**config.mk**
```make
export PLATFORM = sky130hd
export DESIGN_NAME = fetch_aligner_flat
export DESIGN_NICKNAME = d
export VERILOG_FILES = /design/src/rtl/fetch_aligner_if.sv /design/src/rtl/fetch_aligner.sv /design/src/flat_wrapper.sv
export SDC_FILE = /design/constraint.sdc
export NUM_CORES = 1
export LEC_CHECK = 0
export BUFFER_PORTS_ARGS = -buffer_cell sky130_fd_sc_hd__buf_2
export CORE_UTILIZATION = 58
export DETAILED_ROUTE_END_ITERATION = 7
export PLACE_DENSITY = 0.91
export RECOVER_POWER = 100
export SYNTH_ARGS = -nofsm -noshare
export SYNTH_HDL_FRONTEND = slang
export SYNTH_SLANG_ARGS = --single-unit
export TNS_END_PERCENT = 100
```
**constraint.sdc**
```tcl
create_clock -name clk -period 16.85 [get_ports clk]
set_input_delay 2.5275 -clock clk [delete_from_list [all_inputs] [get_ports clk]]
set_output_delay 2.5275 -clock clk [all_outputs]
set_load 0.03 [all_outputs]
```
**src/rtl/fetch_aligner_if.sv**
```systemverilog
// fetch_aligner_if: bundles the IF-side and ICACHE-side signals of the fetch aligner.
//
//   IF side:
//     pc           IF program counter (pc[0] ignored)
//     ready        inst/compressed valid for pc this cycle
//     compressed   instruction at pc is 16-bit
//     inst         aligned instruction (NOP 32'h00000013 when not ready)
//   ICACHE side:
//     ICACHE_stall  cache busy; read completes when ren=1 and stall=0
//     ICACHE_ren    read request
//     ICACHE_wen    write enable (tied 0)
//     ICACHE_addr   word address of the request
//     ICACHE_rdata  byte-reversed read data
//     ICACHE_wdata  write data (tied 0)
//
// The master modport is the aligner; the slave modport is its environment (IF stage + cache).
interface fetch_aligner_if;
    logic [31:0] pc;
    logic        ready;
    logic        compressed;
    logic [31:0] inst;

    logic        ICACHE_stall;
    logic        ICACHE_ren;
    logic        ICACHE_wen;
    logic [29:0] ICACHE_addr;
    logic [31:0] ICACHE_rdata;
    logic [31:0] ICACHE_wdata;

    modport master (
        input  pc,
        input  ICACHE_stall,
        input  ICACHE_rdata,
        output ready,
        output compressed,
        output inst,
        output ICACHE_ren,
        output ICACHE_wen,
        output ICACHE_addr,
        output ICACHE_wdata
    );

    modport slave (
        output pc,
        output ICACHE_stall,
        output ICACHE_rdata,
        input  ready,
        input  compressed,
        input  inst,
        input  ICACHE_ren,
        input  ICACHE_wen,
        input  ICACHE_addr,
        input  ICACHE_wdata
    );
endinterface

```
**src/rtl/fetch_aligner.sv**
```systemverilog
// fetch_aligner: instruction-fetch front end between ICACHE and the IF stage.
//
// Fetches 32-bit words from the cache, restores their byte order and extracts the 16-bit
// (RVC) or 32-bit instruction at any halfword-aligned pc, including 32-bit instructions that
// straddle a word boundary. A last-word buffer (LAST) plus a one-halfword spill register
// (SPILL, the high half of the previously buffered word) let straight-line code use one
// cache access per word.
//
// Ports:
//   clk   single clock, rising edge
//   rst   asynchronous, active-high reset
//   bus   fetch_aligner_if.master (pc/ready/compressed/inst and the ICACHE_* signals)
module fetch_aligner (
    input logic            clk,
    input logic            rst,
    fetch_aligner_if.master bus
);

    localparam logic [0:0] StIdle = 1'b0;
    localparam logic [0:0] StWait = 1'b1;

    localparam logic [31:0] NopInst = 32'h00000013;

    logic [0:0]  state_q, state_d;
    logic [29:0] fetch_addr_q, fetch_addr_d;

    logic        last_v_q;
    logic [29:0] last_tag_q;
    logic [31:0] last_data_q;

    logic        spill_v_q;
    logic [29:0] spill_tag_q;
    logic [15:0] spill_hi_q;

    logic [31:0] word;
    logic [29:0] w_tag, w1_tag;
    logic        last_hit_w, last_hit_w1, spill_ok;
    logic        h0_v, h1_v;
    logic [15:0] h0, h1;
    logic        is_rvc;
    logic        miss;
    logic [29:0] miss_addr;
    logic        req;
    logic [29:0] req_addr;
    logic        capture;

    logic unused_pc0;
    assign unused_pc0 = bus.pc[0];

    // The cache returns the byte at address 4k in rdata[31:24].
    assign word = {bus.ICACHE_rdata[7:0],   bus.ICACHE_rdata[15:8],
                   bus.ICACHE_rdata[23:16], bus.ICACHE_rdata[31:24]};

    assign w_tag  = bus.pc[31:2];
    assign w1_tag = w_tag + 30'd1;  // wraps modulo 2^30

    assign last_hit_w  = last_v_q && (last_tag_q == w_tag);
    assign last_hit_w1 = last_v_q && (last_tag_q == w1_tag);

    // SPILL is only usable while it still directly precedes the word held in LAST.
    assign spill_ok = spill_v_q && last_v_q && (last_tag_q == spill_tag_q + 30'd1);

    // Halfword selection.
    always_comb begin
        h0_v = 1'b0;
        h0   = 16'h0000;
        h1_v = 1'b0;
        h1   = 16'h0000;
        if (!bus.pc[1]) begin
            h0_v = last_hit_w;
            h0   = last_data_q[15:0];
            h1_v = last_hit_w;
            h1   = last_data_q[31:16];
        end else begin
            // After a straddle refill LAST holds W1, so the first half comes from SPILL.
            if (spill_ok && (spill_tag_q == w_tag)) begin
                h0_v = 1'b1;
                h0   = spill_hi_q;
            end else if (last_hit_w) begin
                h0_v = 1'b1;
                h0   = last_data_q[31:16];
            end
            h1_v = last_hit_w1;
            h1   = last_data_q[15:0];
        end
    end

    assign is_rvc = h0_v && (h0[1:0] != 2'b11);

    // Missing word while IDLE: first half takes priority over the second half.
    always_comb begin
        miss      = 1'b0;
        miss_addr = w_tag;
        if (!h0_v) begin
            miss      = 1'b1;
            miss_addr = w_tag;
        end else if (!is_rvc && bus.pc[1] && !h1_v) begin
            miss      = 1'b1;
            miss_addr = w1_tag;
        end
    end

    // Request / FSM next state.
    always_comb begin
        state_d      = state_q;
        fetch_addr_d = fetch_addr_q;
        req          = 1'b0;
        req_addr     = 30'h0;
        capture      = 1'b0;
        case (state_q)
            StIdle: begin
                if (miss) begin
                    req      = 1'b1;
                    req_addr = miss_addr;
                    if (!bus.ICACHE_stall) begin
                        capture = 1'b1;
                    end else begin
                        state_d      = StWait;
                        fetch_addr_d = miss_addr;
                    end
                end
            end
            StWait: begin
                // pc is ignored here: a redirect lets the outstanding read finish first.
                req      = 1'b1;
                req_addr = fetch_addr_q;
                if (!bus.ICACHE_stall) begin
                    capture = 1'b1;
                    state_d = StIdle;
                end
            end
            default: begin
                state_d = StIdle;
            end
        endcase
        // Reset drops the request immediately, without waiting for an edge.
        if (rst) begin
            req      = 1'b0;
            req_addr = 30'h0;
            capture  = 1'b0;
        end
    end

    always_ff @(posedge clk or posedge rst) begin
        if (rst) begin
            state_q      <= StIdle;
            fetch_addr_q <= 30'h0;
            last_v_q     <= 1'b0;
            last_tag_q   <= 30'h0;
            last_data_q  <= 32'h0;
            spill_v_q    <= 1'b0;
            spill_tag_q  <= 30'h0;
            spill_hi_q   <= 16'h0;
        end else begin
            state_q      <= state_d;
            fetch_addr_q <= fetch_addr_d;
            if (capture) begin
                spill_v_q   <= last_v_q;
                spill_tag_q <= last_tag_q;
                spill_hi_q  <= last_data_q[31:16];
                last_v_q    <= 1'b1;
                last_tag_q  <= req_addr;
                last_data_q <= word;
            end
        end
    end

    always_comb begin
        bus.ready      = !rst && (state_q == StIdle) && h0_v && (is_rvc || h1_v);
        bus.compressed = !rst && is_rvc;
        if (!bus.ready) begin
            bus.inst = NopInst;
        end else if (is_rvc) begin
            bus.inst = {16'h0000, h0};
        end else begin
            bus.inst = {h1, h0};
        end
    end

    assign bus.ICACHE_ren   = req;
    assign bus.ICACHE_addr  = req_addr;
    assign bus.ICACHE_wen   = 1'b0;
    assign bus.ICACHE_wdata = 32'h0;

endmodule

```
**src/flat_wrapper.sv**
```systemverilog
// flat-port wrapper written by rule: the top's interface ports become plain ports
module fetch_aligner_flat 
  (clk, rst, bus_pc, bus_ICACHE_stall, bus_ICACHE_rdata, bus_ready, bus_compressed, bus_inst, bus_ICACHE_ren, bus_ICACHE_wen, bus_ICACHE_addr, bus_ICACHE_wdata);
  fetch_aligner_if bus_i ();
  input logic clk;
  input logic rst;
  input wire logic [$bits(bus_i.pc)-1:0] bus_pc;
  input wire logic [$bits(bus_i.ICACHE_stall)-1:0] bus_ICACHE_stall;
  input wire logic [$bits(bus_i.ICACHE_rdata)-1:0] bus_ICACHE_rdata;
  output wire logic [$bits(bus_i.ready)-1:0] bus_ready;
  output wire logic [$bits(bus_i.compressed)-1:0] bus_compressed;
  output wire logic [$bits(bus_i.inst)-1:0] bus_inst;
  output wire logic [$bits(bus_i.ICACHE_ren)-1:0] bus_ICACHE_ren;
  output wire logic [$bits(bus_i.ICACHE_wen)-1:0] bus_ICACHE_wen;
  output wire logic [$bits(bus_i.ICACHE_addr)-1:0] bus_ICACHE_addr;
  output wire logic [$bits(bus_i.ICACHE_wdata)-1:0] bus_ICACHE_wdata;
  assign bus_i.pc = bus_pc;
  assign bus_i.ICACHE_stall = bus_ICACHE_stall;
  assign bus_i.ICACHE_rdata = bus_ICACHE_rdata;
  assign bus_ready = bus_i.ready;
  assign bus_compressed = bus_i.compressed;
  assign bus_inst = bus_i.inst;
  assign bus_ICACHE_ren = bus_i.ICACHE_ren;
  assign bus_ICACHE_wen = bus_i.ICACHE_wen;
  assign bus_ICACHE_addr = bus_i.ICACHE_addr;
  assign bus_ICACHE_wdata = bus_i.ICACHE_wdata;
  fetch_aligner u_core (.clk(clk), .rst(rst), .bus(bus_i));
endmodule
```
; ---- Word level (Yosys, flattened, before mapping)
; Index checks and enable logic that the tools add are counted.
[word_totals]
ff_bits = 141
latchBits = 0
ram_bits = 0
romBits = 0
inputBits = 67
out_inout_bits = 98
elab_cells = 60
mem_count = 0
[op_classes]
add_sub_neg = 2
mul = 0
div = 0
magnitude_cmp = 0
eq_ne = 5
shifts = 0
mux = 27
n_bitwise = 1
n_reduce_logical = 17
[ops]
columns = cell, n
row1 = $eq 30x30->1, 4
row2 = $mux 30, 4
row3 = $mux 16, 4
row4 = $mux 32, 2
row5 = $add 30x1->30 const B, 2
row6 = $pmux 30 s2, 1
row7 = $mux 1, 13
row8 = $logic_and 1x1->1, 12
row9 = $pmux 1 s2, 3
row10 = $logic_not 1->1, 3
row11 = $reduce_and 3->1, 1
row12 = $ne 2x2->1 const B, 1
row13 = $logic_or 1x1->1, 1
row14 = $not 1->1, 1

; ---- Depth between registers and ports, before layout
[logic_depth]
ltp_word = 16
depth_mapped = 16
depth_no_buf = 11

; ---- Worst setup path after synthesis
; Ideal clock, no wire load.
[synth_timing]
path_type = input port to output port
startpoint = in rst
endpoint = out bus_ICACHE_addr[10]
arrival_time_ps = 7763
required_ps = 14322
path_slack_ps = 6560
cell_stages = 7
n_path_buf = 2
path_cell_list = clkbuf_1 -> inv_1 -> nand2_1 -> nor2_1 -> clkbuf_1 -> a21oi_1 -> o21ai_0
[synth_between]
elab_chain_len = 1
[synth_lines]
columns = item, line
row1 = "start, declared", flat_wrapper.sv:6  ; input logic rst;
row2 = $mux 30, fetch_aligner.sv:137  ; if (rst) begin
row3 = "end, declared", flat_wrapper.sv:15  ; output wire logic [$bits(bus_i.ICACHE_addr)-1:0] bus_ICACHE_addr;
; Every way passes these cells.

; ---- Worst setup path in the final report
[layout_timing]
startpoint = in bus_pc[9]
endpoint = out bus_inst[4]
[layout_between]
elab_chain_len = 10
elab_cells_between_ends = 21
classes_between = add/sub: 1 / eq/ne: 4 / mux: 9 / reduce/logical: 7
[layout_lines]
columns = item, line
row1 = "start, declared", flat_wrapper.sv:7  ; input wire logic [$bits(bus_i.pc)-1:0] bus_pc;
row2 = "parallel branches: the longest is 9 deep, another holds $add 30x1->30", --
row3 = $mux 32 *, fetch_aligner.sv:171  ; if (!bus.ready) begin
row4 = "end, declared", flat_wrapper.sv:12  ; output wire logic [$bits(bus_i.inst)-1:0] bus_inst;
; Mark *: on every way between the ends.

==> flow_summary.yaml <==
timing:
  fin_crit_sh: 0.7891
  slew_headroom: -1.485
  rsz0062_at_grt: "no"
  tightest_slew_ns: 3.708
  finalHoldViolCount: 0
  setup_violations: 0
  max_freq_mhz: 75.21
  skew_ns: 0.008439
  min_period_ns: 13.30
  slew_violations: 309
  fin_setup_tns_ns: 0
grt:
  grt_max_degree: 80
  grt_usage: 0.4276
  grt_pass1_wl_um: 63910
  met1_usage: 0.5475
  grt_overflow: 0
  groute.layer.met3.usage: 0.1090
  met2_usage: 0.6602
  grt_pass1_vias: 10930
  busiest_layer: "met2"
  antenna_found_initial: 1
synth:
  synthArstFlopShare: 1.000
  avgSynthCellArea_um2: 8.617
  netlist.area_leader.share: 0.3126
  yosys_register_bits: 141
  synth_edf_count: 0
  synth_ff_type: "dfrtp_1"
  synth_area_um2: 11290
  netlist_instances: 1310
  ys_seq_area_frac: 0.3126
  yosysWarnings: 0
  ys_types: 82
  synth_area_leader_cell: "dfrtp_1"
  synth_area_leaders: "dfrtp_1, mux2_2, xnor2_1"
critical_path:
  start_kind: "primary input"
  critical_path_class: "primary input to primary output"
  critical_path.max_fanout: 31
  cp_data_arrival_time_ns: 10.77
  required_ns: 14.32
  end_kind: "primary output"
run:
  drv_cap: 8
clock_network:
  insertion_delay_ns: 0.44
  cts.hold.buffers_added: 0
  clkTransAtPathRegs_ns: 0.07
  clkSinkCount: 141
  cts-root-buf: "clkbuf_16"
  cts_tree: "built"
  htreeDepth: 4
  cts_made_buffers: 17
  post-cts-setup-buffers: 0
  cts_buffer_depth: 2
  cts_resized: 0
place:
  placed_area_um2: 11800
  place_inst: 1610
  dp_hpwl_um: 29810
  gp_congestion: 1.040
  io_buffers: 130
route:
  dr.pass1.iters: 8
  drt_iter0_markers: 1433
  routed_wl_um: 42300
  vias_per_cell: 7.012
  vias: 11520
  antenna_left: 0
  wl_per_cell_um: 25.74
  drc_errors: 0
floorplan:
  io_pins: 165
  die_w_um: 141.5
  start_util: 0.5975
  die_area_um2: 20030
  num_rows: 50
  core_um2: 18890
  fp.dieH_um: 141.5
final_layout:
  fin_cells: 1643
  areaGrowthSynthToFinish_pct: 8.202
  nets: 1438
  fin_area_um2: 12210
  mostFrequentLayoutCells: "dfrtp_1, nand2_1, xnor2_1"
  fill_cells: 1623
  layout_commonest_cell: "dfrtp_1"
  drive_above_1_share: 0.1599
hold_path:
  hold_path_class: "flip-flop to flip-flop"
outcome:
  violations: "max-capacitance violations, max-slew violations"
  status: "complete, but fails checks"
pwr:
  ir_drop_uv: 76.05
  p_leak_nw: 4.609
  power_density_nw_per_um2: 101.1
  p_total_w: 0.001235
[critical path: stages]
cell      delay, ns
clkbuf_1       0.73
xnor2_1        0.29
nand4_1        0.15
or4_1          0.62
nor3_1         1.61
a22o_1         0.31
a21oi_2        0.04
buf_4          0.26
a311o_1        0.61
o31ai_1        2.91
nand4b_1       0.35
clkbuf_1       0.33
[through the flow]
step                      hold slack [ns]  setup slack, ns  utilization
after global placement             0.4814            6.647       0.6248
after CTS                          0.5062            6.661       0.6562
after floorplan                    0.4707            6.560            -
after detailed placement           0.4910            6.671       0.6248
final                              0.5096            3.554       0.6465
after global routing               0.5131            3.399       0.6464
[final timing paths]
path / endpoint / cells after the start / start / slack [ns]
min reg2reg: u_core.spill_hi_q[0]$_DFFE_PP0P_ / 1 / u_core.spill_hi_q[0]$_DFFE_PP0P_ / 0.51
min: u_core.spill_hi_q[0]$_DFFE_PP0P_ / 1 / u_core.spill_hi_q[0]$_DFFE_PP0P_ / 0.51
max reg2reg: u_core.spill_tag_q[0]$_DFFE_PP0P_ / 11 / u_core.last_tag_q[8]$_DFFE_PP0P_ / 7.74
min in group asynchronous: u_core.state_q$_DFF_PP0_ / 2 / rst / 3.54
max in group asynchronous: u_core.spill_tag_q[7]$_DFFE_PP0P_ / 3 / rst / 8.89
max: bus_inst[4] / 12 / bus_pc[9] / 3.55
[power breakdown]
group	leakage (nW)	internal (W)	switching (W)	total [W]
Clock	0.284	0.000200	0.000185	0.000385
Sequential	1.67	0.000398	0.000101	0.000499
Combinational	2.66	0.000148	0.000202	0.000351
Total	4.61	0.000746	0.000488	0.00123
[cells by family (layout without fill, tap and decap cells)]
family	after synthesis	in the layout	share of synthesized area
other	1	34	0.0003322
muxes	111	111	0.1073
buffers and inverters	184	224	0.08169
and+or+nand+nor	453	453	0.2172
xor gates and xnor gates	117	117	0.09078
DFF	141	141	0.3126
adders and majority gates	2	2	0.002216
AOI/OAI and AO/OA	301	301	0.1879
[synthesized netlist by cell type, types with 25 or more instances]
cell,count
a21oi_1,51
a22oi_1,26
a31oi_1,25
buf_2,42
buf_4,35
clkbuf_1,53
dfrtp_1,141
inv_1,40
mux2_2,73
mux2i_1,31
nand2_1,106
nand3_1,48
nand4_1,44
nor2_1,64
nor3_1,49
nor4_1,28
o21ai_0,66
xnor2_1,91
xor2_1,26
[sequential cells by signal, summed over array words and instances, names as in the netlist]
signal and flops:
u_core.last_tag_q 30, u_core.spill_v_q 1, u_core.state_q 1, u_core.last_v_q 1
u_core.spill_tag_q 30, u_core.fetch_addr_q 30, u_core.last_data_q 32, u_core.spill_hi_q 16
[routing by layer]
layer / share of wire / vias to the layer above
li1: - / 4893
met2: 0.44 / 1003
met4: 0.061 / 0
met5: 0 / -
met3: 0.13 / 214
met1: 0.37 / 5411
[final cells by class]
type	instances	area [um^2]	area share
inverter	44	166.4	0.01362
multi-input combinational	1017	6913	0.5660
clock buffer	17	425.4	0.03483
antenna	1	2.502	0.0002049
sequential	141	3528	0.2889
timing repair buffer	148	684.4	0.05603
tap	260	325.3	0.02663
clock inverter	15	168.9	0.01383
Power figures use the tool's default switching activity.
